$ cat src/rtl/imm_extender_pkg.sv
// Immediate extender shared types: extension modes and the width-generic
// extend() function used at input acceptance.
package imm_ext_pkg;

   localparam int MODE_W = 2;
   localparam int MAX_W  = 64;

   typedef enum logic [MODE_W-1:0] {
      MODE_ZERO  = 2'd0,
      MODE_SIGN  = 2'd1,
      MODE_SHL   = 2'd2,
      MODE_UPPER = 2'd3
   } mode_t;

   // Widths travel as arguments so one function serves every instance; the
   // caller passes elaboration constants and keeps only the low out_w bits.
   function automatic logic [MAX_W-1:0] extend(input logic [MAX_W-1:0] imm,
                                                input mode_t            mode,
                                                input int               in_w,
                                                input int               out_w,
                                                input int               shift);
      logic [MAX_W-1:0] in_mask;
      logic [MAX_W-1:0] out_mask;
      logic [MAX_W-1:0] zext;
      logic [MAX_W-1:0] sext;
      logic [MAX_W-1:0] res;
      logic             sgn;
      in_mask  = (64'd1 << in_w) - 64'd1;
      out_mask = (64'd1 << out_w) - 64'd1;
      zext     = imm & in_mask;
      sgn      = ((zext >> (in_w - 1)) & 64'd1) != 64'd0;
      sext     = sgn ? (zext | ~in_mask) : zext;
      case (mode)
         MODE_ZERO:  res = zext;
         MODE_SIGN:  res = sext;
         MODE_SHL:   res = sext << shift;
         MODE_UPPER: res = zext << (out_w - in_w);
         default:    res = zext;
      endcase
      return res & out_mask;
   endfunction

endpackage

$ cat src/rtl/imm_extender_if.sv
// Handshake bundle between decode, the immediate extender and the ALU mux.
// slave = the extender, master = the surrounding producer/consumer.
interface imm_extender_if #(
   parameter int IN_W  = 8,
   parameter int OUT_W = 16
);
   import imm_ext_pkg::*;

   logic             in_valid;
   logic             in_ready;
   logic [IN_W-1:0]  in_imm;
   mode_t            in_mode;
   logic             out_valid;
   logic             out_ready;
   logic [OUT_W-1:0] out_data;
   mode_t            out_mode;

   modport slave (
      input  in_valid, in_imm, in_mode, out_ready,
      output in_ready, out_valid, out_data, out_mode
   );

   modport master (
      output in_valid, in_imm, in_mode, out_ready,
      input  in_ready, out_valid, out_data, out_mode
   );
endinterface

$ cat src/rtl/imm_extender_elastic_skid.sv
// Generic valid/ready register stage.
// IMM_EXT_SKID_EN defined: main + skid register, in_ready is a flop output
// (no combinational out_ready -> in_ready path).
// Undefined: single register, in_ready = !out_valid || out_ready.
module elastic_skid #(
   parameter int WIDTH = 18
) (
   input  logic             CLK,
   input  logic             RST_N,
   input  logic             in_valid,
   output logic             in_ready,
   input  logic [WIDTH-1:0] in_data,
   output logic             out_valid,
   input  logic             out_ready,
   output logic [WIDTH-1:0] out_data
);

`ifdef IMM_EXT_SKID_EN
   logic             skid_valid;
   logic [WIDTH-1:0] skid_data;

   assign in_ready = !skid_valid;

   // main refills from skid first so ordering stays FIFO; skid only catches
   // a beat arriving while main is full and stalled
   always_ff @(posedge CLK or negedge RST_N) begin
      if (!RST_N) begin
         out_valid  <= 1'b0;
         out_data   <= '0;
         skid_valid <= 1'b0;
         skid_data  <= '0;
      end else if (!out_valid || out_ready) begin
         if (skid_valid) begin
            out_valid  <= 1'b1;
            out_data   <= skid_data;
            skid_valid <= 1'b0;
         end else begin
            out_valid <= in_valid;
            if (in_valid) out_data <= in_data;
         end
      end else if (in_valid && !skid_valid) begin
         skid_valid <= 1'b1;
         skid_data  <= in_data;
      end
   end
`else
   assign in_ready = !out_valid || out_ready;

   // single holding register, reloaded whenever it is empty or being consumed
   always_ff @(posedge CLK or negedge RST_N) begin
      if (!RST_N) begin
         out_valid <= 1'b0;
         out_data  <= '0;
      end else if (in_ready) begin
         out_valid <= in_valid;
         if (in_valid) out_data <= in_data;
      end
   end
`endif

endmodule

$ cat src/rtl/imm_extender.sv
// Pipelined immediate extender: extend() applied on the input side, result
// plus mode carried through elastic_skid. Optional skid stage selected with
// the IMM_EXT_SKID_EN macro.
module imm_extender
   import imm_ext_pkg::*;
#(
   parameter int IN_W  = 8,
   parameter int OUT_W = 16,
   parameter int SHIFT = 1
) (
   input  logic         CLK,
   input  logic         RST_N,
   imm_extender_if.slave bus
);

   localparam int PW = OUT_W + MODE_W;

   if (IN_W < 1 || OUT_W <= IN_W || OUT_W >= MAX_W || SHIFT < 0 || SHIFT >= OUT_W) begin : g_bad_params
      $error("imm_extender: illegal IN_W/OUT_W/SHIFT combination");
   end

   logic [MAX_W-1:0]  imm_wide;
   logic [MAX_W-1:0]  ext_wide;
   logic [OUT_W-1:0]  ext_data;
   logic [MODE_W-1:0] in_mode_bits;
   logic [PW-1:0]     stage_out;
   logic              unused_ext_hi;

   // computed before the register so the stored value never changes later
   assign imm_wide      = MAX_W'(bus.in_imm);
   assign ext_wide      = extend(imm_wide, bus.in_mode, IN_W, OUT_W, SHIFT);
   assign ext_data      = ext_wide[OUT_W-1:0];
   assign unused_ext_hi = ^ext_wide[MAX_W-1:OUT_W];
   assign in_mode_bits  = bus.in_mode;

   elastic_skid #(.WIDTH(PW)) u_stage (
      .CLK       (CLK),
      .RST_N     (RST_N),
      .in_valid  (bus.in_valid),
      .in_ready  (bus.in_ready),
      .in_data   ({in_mode_bits, ext_data}),
      .out_valid (bus.out_valid),
      .out_ready (bus.out_ready),
      .out_data  (stage_out)
   );

   assign bus.out_data = stage_out[OUT_W-1:0];
   assign bus.out_mode = mode_t'(stage_out[PW-1:OUT_W]);

endmodule

$ cat src/flat_wrapper.sv
// flat-port wrapper written by rule: the top's interface ports become plain ports
module imm_extender_flat import imm_ext_pkg::*;
#(
   parameter int IN_W  = 8,
   parameter int OUT_W = 16,
   parameter int SHIFT = 1
)
  (CLK, RST_N, bus_in_valid, bus_in_imm, bus_in_mode, bus_out_ready, bus_in_ready, bus_out_valid, bus_out_data, bus_out_mode);
  imm_extender_if #(.IN_W(IN_W), .OUT_W(OUT_W)) bus_i ();
  input  logic CLK;
  input  logic RST_N;
  input wire logic [$bits(bus_i.in_valid)-1:0] bus_in_valid;
  input wire logic [$bits(bus_i.in_imm)-1:0] bus_in_imm;
  input wire logic [$bits(bus_i.in_mode)-1:0] bus_in_mode;
  input wire logic [$bits(bus_i.out_ready)-1:0] bus_out_ready;
  output wire logic [$bits(bus_i.in_ready)-1:0] bus_in_ready;
  output wire logic [$bits(bus_i.out_valid)-1:0] bus_out_valid;
  output wire logic [$bits(bus_i.out_data)-1:0] bus_out_data;
  output wire logic [$bits(bus_i.out_mode)-1:0] bus_out_mode;
  assign bus_i.in_valid = bus_in_valid;
  assign bus_i.in_imm = bus_in_imm;
  assign bus_i.in_mode = bus_in_mode;
  assign bus_i.out_ready = bus_out_ready;
  assign bus_in_ready = bus_i.in_ready;
  assign bus_out_valid = bus_i.out_valid;
  assign bus_out_data = bus_i.out_data;
  assign bus_out_mode = bus_i.out_mode;
  imm_extender #(.IN_W(IN_W), .OUT_W(OUT_W), .SHIFT(SHIFT)) u_core (.CLK(CLK), .RST_N(RST_N), .bus(bus_i));
endmodule
$ cat config.mk
export PLATFORM = sky130hd
export DESIGN_NAME = imm_extender_flat
export DESIGN_NICKNAME = d
export VERILOG_FILES = /design/src/rtl/imm_extender_pkg.sv /design/src/rtl/imm_extender_if.sv /design/src/rtl/imm_extender_elastic_skid.sv /design/src/rtl/imm_extender.sv /design/src/flat_wrapper.sv
export SDC_FILE = /design/constraint.sdc
export NUM_CORES = 1
export LEC_CHECK = 0
export ABC_CLOCK_PERIOD_IN_PS = 2900
export CAP_MARGIN = 5
export CORE_MARGIN = 8
export CORE_UTILIZATION = 46
export DETAILED_ROUTE_END_ITERATION = 8
export PLACE_DENSITY = 0.83
export SYNTH_ARGS = -nofsm -noshare
export SYNTH_HDL_FRONTEND = slang
export SYNTH_SLANG_ARGS = --single-unit
$ cat constraint.sdc
create_clock -name CLK -period 2.9 [get_ports CLK]
set_clock_uncertainty 0.1 [all_clocks]
set_input_delay 0.29 -clock CLK [delete_from_list [all_inputs] [get_ports CLK]]
set_output_delay 0.29 -clock CLK [all_outputs]
set_load 0.02 [all_outputs]
==> reports/results.txt <==
Worst path slowest cell: clkdlybuf4s50_1
antenna cell count: 0
register bit total from synthesis: 19
LEAKAGE: 0.500 nW
vias: 778
vias per cell: 5.29
Tot GR Track Use: 12.9%
max-cap violation count: 0
post-synthesis net count: 105
CP Cell Sequence: clkdlybuf4s50_1 -> nand2b_4 -> clkdlybuf4s50_1
Post-CTS Setup Inserts: 0
max incr delay on CP: 650 ps
Setup crit start: bus_out_ready
Reg2Reg Setup Slack: 1430 ps
final estimated routing congestion in global placement: 0.785
PostCTS Resize Cnt: 0
critical path endpoint: bus_in_ready
Rel. slew slack: 46.0%
CTS tree: built
end of the worst register-to-register path: u_core.u_stage.out_data[16]
Die Area: 3670 um^2
vias in the first global route: 759
ANT nets after route: 0
average cell area after synthesis: 10.1 um^2
Synth-to-Final Area Change: 36.9%
Core ar.: 1920 um^2
Worst R2R Path Depth: 3
# rows: 16
required time of the worst setup path: 2510 ps
Yosys cell types: 17
io pins: 34
Fill cells: 163
setup TNS: 0 ps
DRC Markers: 0
Async S/R FF share, synth: 100%
Reg clk slew, reported paths: 110 ps
total power: 0.695 mW
Clock Latency Late Sink: 290 ps
Setup violations, final: 0
initial antenna violation count: 0
Detailed Routing Iterations Pass 1: 4
Buffers on Ports: 33
status: finished clean
worst r2r src: u_core.u_stage.out_valid
final hold vios: 0
Area contributors post-synth: dfrtp_1 (52%), a21oi_1 (15%), nor2b_1 (6.8%), mux2_4 (4.9%), a31oi_1 (4.8%)
CP Class: input pin to output pin
Post-Route WL: 2230 um
DR WL/cell: 15.2 um
Max Fclk: 0.494 GHz
Crit Path Max Fanout: 18
CP Launch Type: input pin
Die Y: 60.6 um
EDFF count, synth: 0
min-delay worst type: input pin to async pin
Power per Cell Area: 555 nW/um^2
Num CTS Buffers: 3
Tmin final: 2020 ps
peak supply drop: 0.398 mV
global-route wire length before repair: 3550 um
Worst Setup End Kind: output pin
register area share after synthesis: 52.0%
Die X: 60.6 um
measured slew at the worst slew-check pin: 808 ps
crit path DAT: 1630 ps
post-synth top area cell: dfrtp_1
Hold Buf Count CTS: 0
post-synth top area share: 52.0%
final core occ: 65.2%
cell count after synthesis: 91
pin count of the biggest net entering global routing: 20
Tcrit/Tclk final: 69.8%
share of cells above drive strength 1: 8.33%
DP Wirelength: 1660 um
unrepaired setup endpoints after global routing: no
Initial Util: 47.6%
CTS Buffer Depth: 2
clock root cell: clkbuf_4
top_reg_cell synth: dfrtp_1
htree depth: 1
violation count after the first detailed-routing iteration: 15
Slew Viols, Final: 0
Overflow after GRT: 0
Netlist Area Pre-Place: 915 um^2
nets: 135
CTS Sinks: 19
most frequent CP cell: clkdlybuf4s50_1
YS warnings: 0
## layout by cell type (no fill, tap or decap), types with 3 or more instances in the layout
cell type and instances:
dfrtp_1 19, clkbuf_4 3, nor2b_1 10, a21oi_1 28, nand2_1 7, mux2_4 3, a31oi_1 7, clkdlybuf4s50_1 33
## report_power, final
part / switching [mW] / total (mW) / internal, mW
Clock: 0.0812 / 0.135 / 0.0536
Sequential: 0.0220 / 0.325 / 0.303
Combinational: 0.120 / 0.236 / 0.116
## final cells by class
cell class                 count  area [um^2]  share of cell area, %
timing repair buffer          34          338                   27.0
inverter                       1         3.75                  0.300
clock buffer                   4         26.3                   2.10
sequential                    19          475                   38.0
tap                           27         33.8                   2.70
multi-input combinational     62          375                   30.0
## worst min path at each step
stage / slack (ps) / startpoint / endpoint
after floorplan: -110 / RST_N / u_core.u_stage.out_data[0]
after global placement: 400 / u_core.u_stage.out_data[16] / u_core.u_stage.out_data[16]
after detailed placement: 400 / u_core.u_stage.out_data[17] / u_core.u_stage.out_data[17]
after CTS: 370 / RST_N / u_core.u_stage.out_data[8]
after global routing: 410 / RST_N / u_core.u_stage.out_valid
final: 350 / RST_N / u_core.u_stage.out_data[8]
## cell families after synthesis
family                 after synthesis  share of synthesized area, %
DFF                                 19                          52.0
muxes                                3                          4.92
AOI/OAI and AO/OA                   38                          22.6
and+or+nand+nor                     21                          13.5
buffers and inverters               10                          6.98
## synth_stat cells (3+ instances only)
cell       n
a31oi_1    7
buf_6      3
mux2_4     3
nand2_1    7
nor2b_1   10
dfrtp_1   19
clkbuf_1   3
buf_2      3
a21oi_1   28
## registers in the layout (all words and copies together), names as in the netlist
signal,cells
u_core.u_stage.out_data,18
u_core.u_stage.out_valid,1
## worst max-delay path: cells and delay by family
family        cells  cell delay [ps]
buf+inv           2             1110
simple gates      1              240
## metrics by stage
step	cell area [um^2]	std cells	hold slack [ps]	setup WS (ps)
after floorplan	915	91	-106	1460
after global placement	1230	143	396	899
after detailed placement	1230	143	399	830
after CTS	1250	147	373	875
after global routing	1250	147	407	843
final	1250	147	349	876
## metal layers
layer  share of wire, %  vias to the layer above  global-route usage (%)
met5                  0                        -                       0
met3                7.7                        4                    4.45
met1                 40                      371                    14.8
li1                   -                      381                       -
met2                 51                       22                    21.1
met4                1.3                        0                    5.65
(Power assumes the default switching activity.)
